<file path="src/rtl/dec_pkg.sv">
// Shared types and the one-hot decode function for the one-hot to binary stage.
// The beat struct is sized by the package defaults; the top's widths are
// expected to match them.
package dec_pkg;

    localparam int IN_W_DEF  = 15;
    localparam int OUT_W_DEF = 4;
    localparam logic [OUT_W_DEF-1:0] ERR_CODE = 4'hF;

    typedef struct packed {
        logic [OUT_W_DEF-1:0] code;
        logic                 err;
    } dec_beat_t;

    // OR-tree encode (every set bit contributes its index, no priority chain)
    // plus an exactly-one-bit check. Anything that is not one-hot returns the
    // reserved code, so multi-hot inputs can never alias to a legal index.
    function automatic dec_beat_t onehot2bin(input logic [IN_W_DEF-1:0] v);
        dec_beat_t            r;
        logic [OUT_W_DEF-1:0] idx;
        logic                 one_hot;
        idx = '0;
        for (int i = 0; i < IN_W_DEF; i++) begin
            idx = idx | ({OUT_W_DEF{v[i]}} & OUT_W_DEF'(i));
        end
        one_hot = (v != '0) && ((v & (v - IN_W_DEF'(1))) == '0);
        r.code  = one_hot ? idx : ERR_CODE;
        r.err   = ~one_hot;
        return r;
    endfunction

endpackage

</file>
<file path="src/rtl/dec_skid_buf.sv">
// Generic 2-entry valid/ready skid buffer: an output register plus one skid
// register. in_ready_o is a flop, so no combinational path crosses the stage.
//
// Handshake: a beat moves on the upstream side when in_valid_i && in_ready_o
// at a rising edge, and on the downstream side when out_valid_o && out_ready_i
// at a rising edge; a presented output beat holds valid and data stable until
// it completes.
module dec_skid_buf
    import dec_pkg::*;
#(
    parameter type T = dec_beat_t
) (
    input  logic clk,
    input  logic rst_n,
    input  logic in_valid_i,
    output logic in_ready_o,
    input  T     in_data_i,
    output logic out_valid_o,
    input  logic out_ready_i,
    output T     out_data_o
);

    T     out_q, out_d;
    T     skid_q, skid_d;
    logic out_valid_q, out_valid_d;
    logic skid_valid_q, skid_valid_d;
    logic in_ready_q, in_ready_d;

    logic accept;
    logic complete;

    assign accept   = in_valid_i && in_ready_q;
    assign complete = out_valid_q && out_ready_i;

    // Next-state: the output register refills from the skid entry first, then
    // from the input; a beat arriving while the output is stalled parks in skid.
    always_comb begin
        out_d        = out_q;
        out_valid_d  = out_valid_q;
        skid_d       = skid_q;
        skid_valid_d = skid_valid_q;
        if (complete || !out_valid_q) begin
            if (skid_valid_q) begin
                out_d        = skid_q;
                out_valid_d  = 1'b1;
                skid_valid_d = 1'b0;
                if (accept) begin
                    skid_d       = in_data_i;
                    skid_valid_d = 1'b1;
                end
            end else if (accept) begin
                out_d       = in_data_i;
                out_valid_d = 1'b1;
            end else begin
                out_valid_d = 1'b0;
            end
        end else if (accept) begin
            skid_d       = in_data_i;
            skid_valid_d = 1'b1;
        end
        // Ready is withheld for the cycle after both entries become full.
        in_ready_d = ~skid_valid_d;
    end

    // State registers; reset discards both entries immediately.
    always_ff @(posedge clk or negedge rst_n) begin
        if (!rst_n) begin
            out_q        <= '0;
            out_valid_q  <= 1'b0;
            skid_q       <= '0;
            skid_valid_q <= 1'b0;
            in_ready_q   <= 1'b0;
        end else begin
            out_q        <= out_d;
            out_valid_q  <= out_valid_d;
            skid_q       <= skid_d;
            skid_valid_q <= skid_valid_d;
            in_ready_q   <= in_ready_d;
        end
    end

    assign in_ready_o  = in_ready_q;
    assign out_valid_o = out_valid_q;
    assign out_data_o  = out_q;

endmodule

</file>
<file path="src/rtl/dec_onehot2bin.sv">
// One-hot to binary decoder stage with a registered 2-entry skid buffer.
// Non-one-hot inputs produce the all-ones code with out_err set.
// Optional macro DEC_ERR_CNT_EN adds err_clr / err_cnt: a saturating 16-bit
// count of completed error beats, with clear taking priority over counting.
module dec_onehot2bin
    import dec_pkg::*;
#(
    parameter int IN_W  = IN_W_DEF,
    parameter int OUT_W = OUT_W_DEF
) (
    input  logic             clk,
    input  logic             rst_n,
    input  logic             in_valid,
    output logic             in_ready,
    input  logic [IN_W-1:0]  in,
    output logic             out_valid,
    input  logic             out_ready,
    output logic [OUT_W-1:0] out,
`ifdef DEC_ERR_CNT_EN
    input  logic             err_clr,
    output logic [15:0]      err_cnt,
`endif
    output logic             out_err
);

    dec_beat_t beat_in;
    dec_beat_t beat_out;

    // Decode happens ahead of the buffer; in is only captured on acceptance.
    assign beat_in = onehot2bin(IN_W_DEF'(in));

    dec_skid_buf #(
        .T (dec_beat_t)
    ) u_skid (
        .clk         (clk),
        .rst_n       (rst_n),
        .in_valid_i  (in_valid),
        .in_ready_o  (in_ready),
        .in_data_i   (beat_in),
        .out_valid_o (out_valid),
        .out_ready_i (out_ready),
        .out_data_o  (beat_out)
    );

    assign out     = beat_out.code;
    assign out_err = beat_out.err;

`ifdef DEC_ERR_CNT_EN
    logic [15:0] err_cnt_q, err_cnt_d;
    logic        err_done;

    assign err_done = out_valid && out_ready && beat_out.err;

    // Counter next-state: clear wins, otherwise count error completions up to saturation.
    always_comb begin
        err_cnt_d = err_cnt_q;
        if (err_clr) begin
            err_cnt_d = '0;
        end else if (err_done && (err_cnt_q != 16'hFFFF)) begin
            err_cnt_d = err_cnt_q + 16'd1;
        end
    end

    // Error counter register.
    always_ff @(posedge clk or negedge rst_n) begin
        if (!rst_n) begin
            err_cnt_q <= '0;
        end else begin
            err_cnt_q <= err_cnt_d;
        end
    end

    assign err_cnt = err_cnt_q;
`endif

endmodule
</file>
<file path="config.mk">
export PLATFORM = sky130hd
export DESIGN_NAME = dec_onehot2bin
export DESIGN_NICKNAME = d
export VERILOG_FILES = /design/src/rtl/dec_pkg.sv /design/src/rtl/dec_skid_buf.sv /design/src/rtl/dec_onehot2bin.sv
export SDC_FILE = /design/constraint.sdc
export NUM_CORES = 1
export LEC_CHECK = 0
export CORE_MARGIN = 2
export CORE_UTILIZATION = 45
export DETAILED_ROUTE_END_ITERATION = 10
export HOLD_SLACK_MARGIN = 0.02
export PLACE_DENSITY = 0.77
export SETUP_SLACK_MARGIN = 0.5
export SLEW_MARGIN = 20
export SYNTH_ARGS = -nofsm -noshare
export SYNTH_HDL_FRONTEND = slang
export SYNTH_SLANG_ARGS = --single-unit
</file>
<file path="constraint.sdc">
create_clock -name clk -period 1.95 [get_ports clk]
set_input_delay 0.4875 -clock clk [delete_from_list [all_inputs] [get_ports clk]]
set_output_delay 0.4875 -clock clk [all_outputs]
set_load 0.02 [all_outputs]
</file>
==> summary.txt <==
status: completed
worst slew margin relative to its limit: 0.610
maximum fanout along the worst path: 2
reg2reg path depth: 4
Slowest cell on crit path: sky130_fd_sc_hd__a2111oi_1
Residual DRC: 0
routed wirelength normalized by instance count: 16.0 um
Clock Pin Slew Worst Setup and Hold Paths: 0.09 ns
total die area: 2160 um2
Static Leak: 0.558 nW
hold buffer count at cts: 0
startpoint class of the critical path: primary input
endpoint class of the critical path: flop
maximum VDD drop: 0.000551 V
portion of the post-synthesis area used by sequential elements: 0.400
met2 global-route usage: 0.492
routed wire length: 2.86 mm
layer carrying the most global-route usage: met2
number of placement rows: 15
deepest level of the CTS H-tree: 1
Synth Instances: 97
path category of the worst min-delay check: flop to flop
final count of hold timing violations: 0
fin nets: 174
weighted congestion at the end of routability-driven global placement: 0.805
Seq cells post-synth: 13
met1 GRT Util: 0.272
share of the synthesized netlist area taken by xor and xnor gates: 0
number of cells in the finished layout apart from fillers: 179
Syn. warnings: 0
origin of the worst setup path: in[0]
synthesized area per cell: 8.38 um2
most used cell, CP: sky130_fd_sc_hd__buf_4
sink count of the clock tree: 13
antenna violations before repair: 0
minimum period implied by the final worst setup slack: 1.86 ns
R2R setup slack: 0.42 ns
number of top-level pins: 26
endpoint of the worst register-to-register path: u_skid.out_data_o[1]
number of pins with negative max-slew slack in the final report: 0
mux cell area share after synthesis: 0
sum of negative setup slack: 0 ns
series of cell instances along the critical path: clkdlybuf4s15_2 > buf_4 > a2111oi_1 > a21oi_1 > nor2_1 > o21ai_2 > buf_4 > nor3_4 > a31oi_1
number of violations reported at the end of detailed-routing iteration 0: 49
combinational family with the most area after synthesis: simple AND/OR/NAND/NOR gates
final setup skew: 0.00518 ns
clk_lat worst skew: 0.28 ns
crit path kind: primary input to flop
Clock Tree Root: sky130_fd_sc_hd__clkbuf_4
total CTS buffers: 3
pin count of the biggest net entering global routing: 14
maximum clock frequency: 0.537 GHz
synth-to-layout area growth: 72.3%
die span in y: 46.5 um
PortBufs: 25
effective utilization at floorplan: 0.476
capturing element of the worst setup path: u_skid.out_data_o[1]
compound-gate portion of the synthesized area: 0.251
required time of the critical path: 2.08 ns
delay contributed by the slowest stage of the critical path: 0.37 ns
Maximum Capacitance Violations: 0
via count of the first global-routing pass: 1,004
Distinct cells, synth: 24
TritonCTS clock tree: built
detailed-placement wirelength estimate: 1.88 mm
post-route clock period utilization: 0.955
reg2reg start: u_skid.skid_valid_q
post-synthesis cell area: 813 um2
total vias in the final route: 1,070
simple-gate area share of the yosys netlist: 0.331
end-of-flow core utilization: 0.821
setup repair after global routing missed its margin: true
number of placed instances, taps included: 168
Syn Nets: 116
actual slew at the worst max-slew pin: 0.583 ns
global-route wire length before repair: 4.04 mm
grt total ovfl: 0
detail-routed via count per cell: 5.98
clk buf depth: 2
post-synthesis share of cell area spent on full adders, half adders and majority gates: 0
placeable core area: 1710 um2
data arrival time at the worst-slack endpoint: 1.99 ns
layout cell share with drive strength beyond 1: 0.481
endpoints failing setup: 0
PD cells: 665 nW/um2
count of nets left with antenna violations after detail routing: 0
overall power consumption: 932 uW
global routing usage summed across all routing layers: 0.270
Diodes inserted: 0
first-pass iteration count of the detailed router: 6
routing usage on met3: 0.0431
width of the die: 46.5 um
how the worst min path moves through the flow:
stage	startpoint	to	depth (start not counted)
2_1_floorplan	rst_n	u_skid.in_ready_o	0
3_3_place_gp	u_skid.skid_q[1]	u_skid.skid_q[1]	2
3_5_place_dp	u_skid.skid_q[3]	u_skid.skid_q[3]	2
4_1_cts	u_skid.skid_q[0]	u_skid.out_data_o[0]	2
5_1_grt	u_skid.skid_q[0]	u_skid.out_data_o[0]	2
6_report	u_skid.skid_q[0]	u_skid.out_data_o[0]	2
placed cells by master (no fill, tap or decap), drive strengths merged, types with 5 or more instances in the layout:
| cell type | count |
|---|---|
| buf | 37 |
| nor2 | 18 |
| clkbuf | 14 |
| dfrtp | 13 |
| o21ai | 11 |
| a21oi | 10 |
| nand2 | 7 |
| nor4 | 6 |
| a31oi | 5 |
per-stage QoR:
| step | hold WS (ns) | setup slack (ns) | cell area, um2 |
|---|---|---|---|
| final | 0.532 | 0.0886 | 1400 |
| after global routing | 0.561 | 0.0565 | 1400 |
| after CTS | 0.538 | 0.0768 | 1400 |
| after detailed placement | 0.516 | -0.639 | 1280 |
| after global placement | 0.499 | -0.504 | 1280 |
| after floorplan | 0.192 | -0.0380 | 826 |
kinds of logic (layout without fill, tap and decap cells):
group | Yosys count | in the layout
and+or+nand+nor | 49 | 49
buffers and inverters | 4 | 61
AOI/OAI and AO/OA | 31 | 31
DFF | 13 | 13
power by group:
part           total (mW)  switching, mW  leakage (nW)  internal [mW]
Combinational       0.396          0.231         0.419          0.166
Sequential          0.363         0.0517         0.124          0.311
Clock               0.173         0.0942        0.0150         0.0793
Total               0.932          0.376         0.558          0.556
Yosys cell counts (all sizes together):
library cell | instances | area, um2
a2111oi | 3 | 51.3
a21oi | 10 | 50.1
a22oi | 1 | 7.51
a31oi | 5 | 31.3
clkbuf | 3 | 11.3
dfrtp | 13 | 325
inv | 1 | 3.75
nand2 | 7 | 26.3
nand2b | 1 | 6.26
nand3 | 4 | 20.0
nand3b | 4 | 30.0
nand4b | 1 | 8.76
nor2 | 18 | 67.6
nor2b | 3 | 18.8
nor3 | 4 | 20.0
nor4 | 6 | 65.1
o21ai | 11 | 55.1
o41ai | 1 | 8.76
or3 | 1 | 6.26
layout make-up:
cell class	instances	area, um2
Tap cell	25	31.3
Timing Repair Buffer	56	435
Fill cell	101	307
Clock buffer	4	26.3
Sequential cell	13	325
Inverter	1	3.75
Multi-Input combinational cell	80	579
flip-flops by register name, summed over array words and instances, names as in the netlist:
register and flops:
u_skid.out_data_o 5, u_skid.out_valid_o 1, u_skid.skid_q 5, u_skid.skid_valid_q 1, u_skid.in_ready_o 1
per-layer routing:
metal	share of wire	routed length [um]
met5	0	0
met4	0.046	131
met3	0.064	183
met2	0.54	1550
met1	0.35	996
critical path: cells and delay by family:
kind	cells	cell delay (ns)
compound gates	4	0.68
buf+inv	3	0.51
simple gates	2	0.31
repair_timing:
action / 4_1_cts / 5_1_grt
setup endpoints to repair: 17 / 19
setup buffers: 5 / 2
gates resized for setup: 63 / 32
pin swaps: 16 / 16
Power figures use the tool's default switching activity.
